[config.mk]
export PLATFORM = sky130hd
export DESIGN_NAME = raw_frame_sequencer
export DESIGN_NICKNAME = d
export VERILOG_FILES = /design/src/rtl/raw_pipe_pkg.sv /design/src/rtl/raw_pos_counter.sv /design/src/rtl/raw_frame_sequencer.sv
export SDC_FILE = /design/constraint.sdc
export NUM_CORES = 1
export LEC_CHECK = 0
export ABC_AREA = 1
export CELL_PAD_IN_SITES_DETAIL_PLACEMENT = 0
export CELL_PAD_IN_SITES_GLOBAL_PLACEMENT = 1
export CORE_MARGIN = 2
export CORE_UTILIZATION = 44
export CTS_BUF_LIST = sky130_fd_sc_hd__clkbuf_4 sky130_fd_sc_hd__clkbuf_8
export DETAILED_ROUTE_END_ITERATION = 6
export PLACE_DENSITY = 0.85
export SETUP_SLACK_MARGIN = 0.02
export SYNTH_ARGS = -nofsm -noshare
export SYNTH_HDL_FRONTEND = slang
export SYNTH_SLANG_ARGS = --single-unit
[constraint.sdc]
create_clock -name clk -period 3.7 [get_ports clk]
set_input_delay 0.555 -clock clk [delete_from_list [all_inputs] [get_ports clk]]
set_output_delay 0.555 -clock clk [all_outputs]
set_load 0.03 [all_outputs]
[src/rtl/raw_pipe_pkg.sv]
// Shared definitions for the raw Bayer pipeline: sequencer states and the
// default frame geometry, which also sizes the filter's line buffer.
package raw_pipe_pkg;

  localparam int unsigned DEF_WIDTH  = 640;
  localparam int unsigned DEF_HEIGHT = 480;
  localparam int unsigned DEF_XW     = 10;
  localparam int unsigned DEF_YW     = 9;

  typedef enum logic [1:0] {
    IDLE   = 2'd0,
    ACTIVE = 2'd1,
    DONE   = 2'd2
  } seq_state_t;

  // A quad is complete once its bottom-right (odd row, odd column) pixel is in.
  function automatic logic quad_complete(input logic col_lsb, input logic row_lsb);
    return col_lsb & row_lsb;
  endfunction

endpackage

[src/rtl/raw_pos_counter.sv]
// Raw column/row position of the next pixel to be accepted, with a flag for
// the last pixel of the frame.
module raw_pos_counter
  import raw_pipe_pkg::*;
#(
  parameter int unsigned WIDTH  = DEF_WIDTH,
  parameter int unsigned HEIGHT = DEF_HEIGHT,
  parameter int unsigned XW     = DEF_XW,
  parameter int unsigned YW     = DEF_YW
) (
  input  logic          clk,
  input  logic          reset,
  input  logic          clear_i,
  input  logic          accept_i,
  output logic [XW-1:0] col_o,
  output logic [YW-1:0] row_o,
  output logic          last_o
);

  localparam logic [XW-1:0] COL_MAX = XW'(WIDTH - 1);
  localparam logic [YW-1:0] ROW_MAX = YW'(HEIGHT - 1);

  logic [XW-1:0] col_q, col_d;
  logic [YW-1:0] row_q, row_d;
  logic          col_wrap;

  assign col_wrap = (col_q == COL_MAX);
  assign last_o   = col_wrap && (row_q == ROW_MAX);
  assign col_o    = col_q;
  assign row_o    = row_q;

  // Clear has priority; the row also wraps after the last pixel of a frame.
  always_comb begin
    col_d = col_q;
    row_d = row_q;
    if (clear_i) begin
      col_d = '0;
      row_d = '0;
    end else if (accept_i) begin
      if (col_wrap) begin
        col_d = '0;
        row_d = (row_q == ROW_MAX) ? '0 : YW'(row_q + YW'(1));
      end else begin
        col_d = XW'(col_q + XW'(1));
      end
    end
  end

  always_ff @(posedge clk or posedge reset) begin
    if (reset) begin
      col_q <= '0;
      row_q <= '0;
    end else begin
      col_q <= col_d;
      row_q <= row_d;
    end
  end

endmodule

[src/rtl/raw_frame_sequencer.sv]
// Frame sequencer for the Bayer-raw-to-grayscale 2x2 filter: gates the shift
// enable, clears the line buffer at frame start and qualifies decimated output.
module raw_frame_sequencer
  import raw_pipe_pkg::*;
#(
  parameter int unsigned WIDTH  = DEF_WIDTH,
  parameter int unsigned HEIGHT = DEF_HEIGHT,
  parameter int unsigned XW     = DEF_XW,
  parameter int unsigned YW     = DEF_YW
) (
  input  logic          clk,
  input  logic          reset,
  input  logic          run,
  input  logic          sof,
  input  logic          pixel_valid,
  input  logic          out_ready,
  input  logic          clr_status,
  output logic          filt_enable,
  output logic          filt_clear,
  output logic          out_valid,
  output logic [XW-1:0] out_x,
  output logic [YW-1:0] out_y,
  output logic          frame_done,
  output logic          busy,
  output logic          overflow,
  output logic          frame_err,
  output logic [15:0]   frame_count
);

  seq_state_t    state_q;
  logic          out_valid_q;
  logic [XW-1:0] out_x_q;
  logic [YW-1:0] out_y_q;
  logic          frame_done_q;
  logic          overflow_q;
  logic          frame_err_q;
  logic [15:0]   frame_count_q;

  logic [XW-1:0] col;
  logic [YW-1:0] row;
  logic          last_pix;
  logic          restart;
  logic          last_accept;

  // Any accepted sof starts a frame; in ACTIVE it is a restart.
  assign filt_clear  = sof && run;
  assign restart     = filt_clear && (state_q == ACTIVE);
  assign filt_enable = pixel_valid && (state_q == ACTIVE) && !filt_clear;
  assign last_accept = filt_enable && last_pix;

  raw_pos_counter #(
    .WIDTH  (WIDTH),
    .HEIGHT (HEIGHT),
    .XW     (XW),
    .YW     (YW)
  ) u_pos (
    .clk      (clk),
    .reset    (reset),
    .clear_i  (filt_clear),
    .accept_i (filt_enable),
    .col_o    (col),
    .row_o    (row),
    .last_o   (last_pix)
  );

  always_ff @(posedge clk or posedge reset) begin
    if (reset) begin
      state_q       <= IDLE;
      out_valid_q   <= 1'b0;
      out_x_q       <= '0;
      out_y_q       <= '0;
      frame_done_q  <= 1'b0;
      overflow_q    <= 1'b0;
      frame_err_q   <= 1'b0;
      frame_count_q <= '0;
    end else begin
      out_valid_q  <= 1'b0;
      frame_done_q <= 1'b0;

      case (state_q)
        IDLE: begin
          if (filt_clear) state_q <= ACTIVE;
        end
        ACTIVE: begin
          if (last_accept) begin
            state_q       <= DONE;
            frame_done_q  <= 1'b1;
            frame_count_q <= 16'(frame_count_q + 16'd1);
          end
        end
        DONE: begin
          state_q <= filt_clear ? ACTIVE : IDLE;
        end
        default: state_q <= IDLE;
      endcase

      // The filter's buffer holds a finished quad one cycle after its last pixel.
      if (filt_enable && quad_complete(col[0], row[0])) begin
        out_valid_q <= 1'b1;
        out_x_q     <= XW'(col >> 1);
        out_y_q     <= YW'(row >> 1);
      end

      // Sticky flags: a set event in the same cycle beats clr_status.
      if (out_valid_q && !out_ready) begin
        overflow_q <= 1'b1;
      end else if (clr_status) begin
        overflow_q <= 1'b0;
      end

      if (restart) begin
        frame_err_q <= 1'b1;
      end else if (clr_status) begin
        frame_err_q <= 1'b0;
      end
    end
  end

  assign out_valid   = out_valid_q;
  assign out_x       = out_x_q;
  assign out_y       = out_y_q;
  assign frame_done  = frame_done_q;
  assign busy        = (state_q == ACTIVE);
  assign overflow    = overflow_q;
  assign frame_err   = frame_err_q;
  assign frame_count = frame_count_q;

endmodule
==> results of run 1 <==
## per-stage QoR
step           instances  total power [mW]  setup slack (ns)  utilization (%)
2_1_floorplan        401              1.10              1.72                -
3_3_place_gp         519              1.26             0.981             53.0
3_5_place_dp         519              1.27             0.961             53.0
4_1_cts              535              1.89             0.958             56.1
5_1_grt              535              1.98             0.912             56.1
6_report             535              1.87             0.975             56.1
## cell families (layout without fill, tap and decap cells)
| kind of cell | count (synthesis) | in the layout | synth area share (%) |
|---|---|---|---|
| AND/OR/NAND/NOR | 242 | 242 | 35.8 |
| flip-flops | 58 | 58 | 47.4 |
| buffers and inverters | 56 | 110 | 7.68 |
| AO/OA/AOI/OAI | 33 | 33 | 5.76 |
| XOR/XNOR | 7 | 7 | 2.00 |
| adder cells (fa/ha/maj) | 3 | 3 | 1.23 |
| other | 1 | 2 | 0.122 |
## cells in the mapped netlist, types with 2 or more instances
master      n  share of area, %
buf_2       2              0.33
buf_4       4              0.98
clkbuf_1    3              0.37
dfrtp_1    58                47
ha_1        3               1.2
inv_1      45               5.5
nand2_1   143                18
nand2_4     3               1.1
nand3_1    30               4.9
nand3_4     2               1.1
nand3b_1    2              0.49
nand4_1    10               2.0
nor2_1     41               5.0
nor2_4      4               1.5
nor3_1      3              0.49
o21ai_0    27               4.4
o21ai_2     2              0.57
o22ai_1     2              0.41
xnor2_1     5               1.4
xor2_1      2              0.57
## layout by cell type (no fill, tap or decap)
cell / netlist / routed
buf_4: 4 / 2
ha_1: 3 / 3
o22ai_1: 2 / 2
nor2_2: 1 / 1
nor2_8: 1 / 1
a31oi_1: 1 / 1
conb_1: 1 / 2
nand2_2: 1 / 1
nand3_4: 2 / 2
nand4_1: 10 / 10
inv_1: 45 / 44
xor2_1: 2 / 2
nor2_1: 41 / 41
clkbuf_4: 0 / 3
clkdlybuf4s50_1: 0 / 46
nor3_1: 3 / 3
nand3_1: 30 / 30
dfrtp_1: 58 / 58
nand2_1: 143 / 143
clkbuf_8: 0 / 11
xnor2_1: 5 / 5
bufinv_16: 0 / 1
nor2_4: 4 / 4
a21oi_1: 1 / 1
clkinv_2: 0 / 1
o21ai_2: 2 / 2
nand2_4: 3 / 3
o21ai_0: 27 / 27
inv_2: 1 / 2
nor3_4: 1 / 1
nand3b_1: 2 / 2
## registers in the layout (all words and copies together), names as in the netlist
name,flops
frame_count,16
frame_done,1
frame_err,1
out_valid,1
out_x,9
out_y,8
overflow,1
state_q,2
u_pos.col_o,10
u_pos.row_o,9
## metal layers
layer | wire [um] | track usage [%] | vias to the layer above | share of wire [%]
li1 | - | - | 1351 | -
met1 | 3350 | 27.5 | 1242 | 50
met2 | 3040 | 29.8 | 61 | 45
met3 | 232 | 3.60 | 12 | 3.4
met4 | 144 | 8.67 | 0 | 2.1
met5 | 0 | 0 | - | 0
## tightest hold or removal path, cell delays in order, from the launching register on
cell     delay [ns]
dfrtp_1        0.34
nand2_1        0.05
o21ai_0        0.06
## worst max path at each step
stage / slack [ns] / startpoint / depth (start not counted) / endpoint
after CTS: 0.96 / sof / 5 / filt_enable
after global routing: 0.91 / sof / 5 / filt_enable
after detailed placement: 0.96 / sof / 5 / filt_enable
final: 0.97 / sof / 5 / filt_enable
after global placement: 0.98 / sof / 5 / filt_enable
after floorplan: 1.72 / reset / 1 / frame_count[0]$_DFFE_PP0P_
## power breakdown
group | switching [mW] | total, mW | internal (mW)
combinational | 0.269 | 0.436 | 0.167
sequential | 0.0906 | 0.817 | 0.726
clock | 0.243 | 0.613 | 0.370
## layout make-up
cell class,count,share of cell area [%]
Sequential cell,58,38.3
Tap cell,80,2.64
Clock buffer,14,4.59
Timing Repair Buffer,48,12.6
Multi-Input combinational cell,287,36.4
Inverter,46,4.56
Clock inverter,2,0.925
==> results.json, run 1 <==
{
  "grt_max_degree": 59,
  "fin_crit_ns": 2.73,
  "placed_cell_area_um2": 3580,
  "post_cts_buffers": 0,
  "crit_path_top_delay_cell": "clkdlybuf4s50_1",
  "vdd_ir_drop_max_v": 0.000268,
  "grt_pass1_wl_mm": 11.7,
  "start_util_pct": 45.3,
  "nets": 460,
  "cts_buffer_depth": 2,
  "cts_tree": "done",
  "drive_gt1_share_pct": 7.69,
  "reg2reg_to": "u_pos.row_o[8]$_DFFE_PP0P_",
  "wl_per_cell_um": 12.6,
  "routabilityCongestion": 0.819,
  "cts_resized": 0,
  "crit_path_max_incr_delay_ns": 0.71,
  "min_to": "out_x[5]$_DFFE_PP0P_",
  "skew_ns": 0.0107,
  "syn_area_per_cell_um2": 7.65,
  "setup-tns-final_ns": 0,
  "reg2reg_from": "u_pos.col_o[0]$_DFFE_PP0P_",
  "tightest_slew_ns": 0.730,
  "grtUsageTotal_pct": 19.7,
  "synth.distinct_cells": 29,
  "setup_violations": 0,
  "clock_latency_ns": 0.33,
  "final_area_um2": 3790,
  "cp_data_required_time_ns": 3.14,
  "cp_cell_sequence": "clkdlybuf4s50_1 > nand2_4 > inv_2 > nor2_4 > clkdlybuf4s50_1",
  "die_h_um": 87.4,
  "synth_edf_count": 0,
  "die_area_um2": 7640,
  "fill_cells": 641,
  "end_kind": "output pin",
  "holdPathStages": 2,
  "io_buffers": 46,
  "clk_pin_slew_ns": 0.07,
  "register_area_um2": 1450,
  "n_antenna_cell": 0,
  "crit_fanout": 10,
  "antenna_found_initial": 0,
  "cts_buffers": 9,
  "p_leak_nw": 1.77,
  "area_growth_pct": 23.7,
  "first_iter_violations": 156,
  "crit_top_cell": "clkdlybuf4s50_1",
  "vias": 2666,
  "power_density_nw_per_um2": 493,
  "postSynthCellCount": 400,
  "worst_hold_slack_ns": 0.484,
  "rsz0062_at_grt": "false",
  "start_kind": "input port",
  "status": "finished clean",
  "drc_errors": 0,
  "final_hold_viol_count": 0,
  "worst_ep_arrival_time_ns": 2.17,
  "holdCritPathClass": "flip-flop to flip-flop",
  "ys_ff_latch": 58,
  "antenna_left": 0,
  "postRouteWirelength_mm": 6.76,
  "rows": 30,
  "reg2reg_slack_ns": 1.51,
  "slew_headroom_pct": 51.4,
  "io_pins": 49,
  "cts_root_buf": "clkbuf_8",
  "cap_violations": 0,
  "slew_viol_final": 0,
  "critical_path_class": "input port to output pin",
  "min_period_over_period_pct": 73.7,
  "yosysWarnings": 0,
  "htreeDepth": 3,
  "multi_input_area_um2": 1380,
  "path_buf_inv": 3,
  "core_area_um2": 6760,
  "dp_hpwl_mm": 4.80,
  "clock-sinks": 58,
  "drt-pass1-iter-count": 5,
  "hp-start": "out_x[5]$_DFFE_PP0P_",
  "synth_flop_cell": "dfrtp_1",
  "yosysSeqAreaShare_pct": 47.4,
  "grt_pass1_vias": 2488,
  "max_freq_mhz": 367,
  "overflow": 0,
  "r2r_cells": 9,
  "die_x_um": 87.4,
  "synth-async-reset-ratio_pct": 100,
  "cp_top_family": "buffers and inverters",
  "synth_area_um2": 3060,
  "ctsHoldBuffers": 0,
  "viasPerCell": 4.98
}
Power figures use the tool's default switching activity.
==> run 2, diff against run 1 <==
--- a/config.mk
+++ b/config.mk
@@ -9,10 +9,10 @@
 export CELL_PAD_IN_SITES_DETAIL_PLACEMENT = 0
 export CELL_PAD_IN_SITES_GLOBAL_PLACEMENT = 1
 export CORE_MARGIN = 2
-export CORE_UTILIZATION = 44
+export CORE_UTILIZATION = 37
 export CTS_BUF_LIST = sky130_fd_sc_hd__clkbuf_4 sky130_fd_sc_hd__clkbuf_8
 export DETAILED_ROUTE_END_ITERATION = 6
-export PLACE_DENSITY = 0.85
+export PLACE_DENSITY = 0.76
 export SETUP_SLACK_MARGIN = 0.02
 export SYNTH_ARGS = -nofsm -noshare
 export SYNTH_HDL_FRONTEND = slang
==> constraint.sdc (replaced) <==
create_clock -name clk -period 2.5 [get_ports clk]
set_input_delay 0.375 -clock clk [delete_from_list [all_inputs] [get_ports clk]]
set_output_delay 0.375 -clock clk [all_outputs]
set_load 0.03 [all_outputs]
==> run 2 against run 1 <==
- register-to-register slack worse by 0.86 ns
- sequential power up 48%
- cell area is 3.0% higher
- power grew 52%
- hold slack lost 0.087 ns
- critical endpoint unchanged
- final cell count up 6.2%
- clock power is 57% higher
- count of clock-buffer cells in the layout shrank 4
- global-route usage down 2.1 points
- setup slack worse by 0.67 ns
- first-iteration DRC count decreased by 26%
- combinational power rose by 51%
==> results.json, run 2 (synthesis gave the netlist of run 1 again) <==
{
  "die_h_um": 95.0,
  "startpoint": "sof",
  "final_common_cell": "nand2_1",
  "worst_ep_arrival_time_ns": 1.82,
  "crit_path_max_incr_delay_ns": 0.69,
  "vdd_ir_drop_max_v": 0.000406,
  "antenna_found_initial": 0,
  "crit_fanout": 6,
  "cts_root_buf": "clkbuf_8",
  "end_kind": "output pin",
  "final_cell_mix": "nand2_1, dfrtp_1, clkdlybuf4s50_1, inv_1, nor2_1",
  "grtUsageTotal_pct": 17.6,
  "htreeDepth": 3,
  "die_x_um": 95.0,
  "min_period_over_period_pct": 87.9,
  "skew_ns": 0.0123,
  "cts_resized": 0,
  "drt-pass1-iter-count": 4,
  "cts_buffers": 9,
  "core_area_um2": 8130,
  "postRouteWirelength_mm": 6.98,
  "start_util_pct": 37.6,
  "dp_hpwl_mm": 5.09,
  "placed_cell_area_um2": 3680,
  "p_leak_nw": 1.82,
  "final_area_um2": 3900,
  "vias": 2684,
  "ctsHoldBuffers": 0,
  "antenna_left": 0,
  "io_pins": 49,
  "clock_latency_ns": 0.34,
  "holdCritPathClass": "input port to asynchronous set/reset pin",
  "rows": 33,
  "clock-sinks": 58,
  "fin_crit_ns": 2.20,
  "cts_tree": "done",
  "overflow": 0,
  "routabilityCongestion": 0.832,
  "area_growth_pct": 27.4,
  "critical_path_class": "input port to output pin",
  "clk_pin_slew_ns": 0.08,
  "drive_gt1_share_pct": 9.29,
  "dr_wl_met3_um": 307,
  "slew_viol_final": 0,
  "nets": 468,
  "die_area_um2": 9020,
  "grt_pass1_wl_mm": 12.3,
  "first_iter_violations": 115,
  "n_antenna_cell": 0,
  "grt_pass1_vias": 2561,
  "m1WireLength_mm": 3.38,
  "setup-tns-final_ns": 0,
  "rsz0062_at_grt": "false",
  "max_freq_mhz": 455,
  "wl_met2_mm": 3.14,
  "power.total_mw": 2.83,
  "wl_per_cell_um": 12.3,
  "crit_path_top_delay_cell": "clkdlybuf4s50_1",
  "largest_reg_flops": 16,
  "cts_buffer_depth": 2,
  "start_kind": "input port",
  "status": "finished clean",
  "io_buffers": 46,
  "final_hold_viol_count": 0,
  "cap_violations": 0,
  "top_layer": "met4",
  "crit_top_cell": "clkdlybuf4s50_1",
  "drc_errors": 0,
  "reg2reg_slack_ns": 0.65,
  "setup_violations": 0,
  "cp_data_required_time_ns": 2.12,
  "post_cts_buffers": 0,
  "fill_cells": 809,
  "power_density_nw_per_um2": 726,
  "reg2reg_from": "u_pos.col_o[0]$_DFFE_PP0P_",
  "viasPerCell": 4.73,
  "cp_cell_sequence": "clkdlybuf4s50_1 > nand2_4 > inv_2 > nor2_4 > clkdlybuf4s50_1",
  "grt_max_degree": 59
}
[run 2: cell types whose count changed in the layout (fill, tap and decap cells not counted)]
| cell | change |
|---|---|
| clkbuf_4 | -3 |
| bufinv_16 | +1 |
| buf_12 | +1 |
| buf_4 | +7 |
| clkinv_2 | +3 |
| clkbuf_8 | -1 |
[run 2: worst paths after layout]
path                                               to  depth (start not counted)
hold reg to reg                  out_y[1]$_DFFE_PP0P_                          2
setup / recovery                          filt_enable                          5
max in group asynchronous  u_pos.row_o[7]$_DFFE_PP0P_                          3
min in group clk                 out_y[1]$_DFFE_PP0P_                          2
hold / removal             u_pos.col_o[3]$_DFFE_PP0P_                          3
setup reg to reg           u_pos.row_o[8]$_DFFE_PP0P_                          9
[run 2: power by group]
group	leakage, nW	internal [mW]	switching [mW]
Clock	0.116	0.581	0.383
Combinational	0.917	0.261	0.398
Sequential	0.786	1.07	0.131
Total	1.82	1.92	0.913
[run 2: area by class of cell]
cell class	count	area [um^2]	share of cell area, %
flip-flops and latches	58	1450	37.2
inverters	46	173	4.43
multi-input cells	287	1380	35.4
clock buffers	10	138	3.53
well taps	105	131	3.37
repair buffers	56	548	14.1
clock inverters	6	80.1	2.05
[run 2: critical path: cells and delay by family]
kind | cells | cell delay [ns]
buffers and inverters | 3 | 1.21
AND/OR/NAND/NOR | 2 | 0.24
[run 2: through the flow]
| step | setup slack [ns] | instances | hold slack, ns | utilization (%) |
|---|---|---|---|---|
| final | 0.302 | 568 | 0.397 | 47.9 |
| after global routing | 0.260 | 568 | 0.428 | 47.9 |
| after CTS | 0.291 | 568 | 0.405 | 47.9 |
| after detailed placement | 0.296 | 552 | 0.465 | 45.3 |
| after global placement | 0.286 | 552 | 0.467 | 45.3 |
| after floorplan | 0.697 | 401 | 0.459 | - |
[run 2: metal layers]
| metal | track usage (%) | vias to the layer above |
|---|---|---|
| met4 | 6.64 | 0 |
| li1 | - | 1377 |
| met5 | 0 | - |
| met3 | 4.39 | 12 |
| met1 | 23.8 | 1240 |
| met2 | 27.2 | 55 |
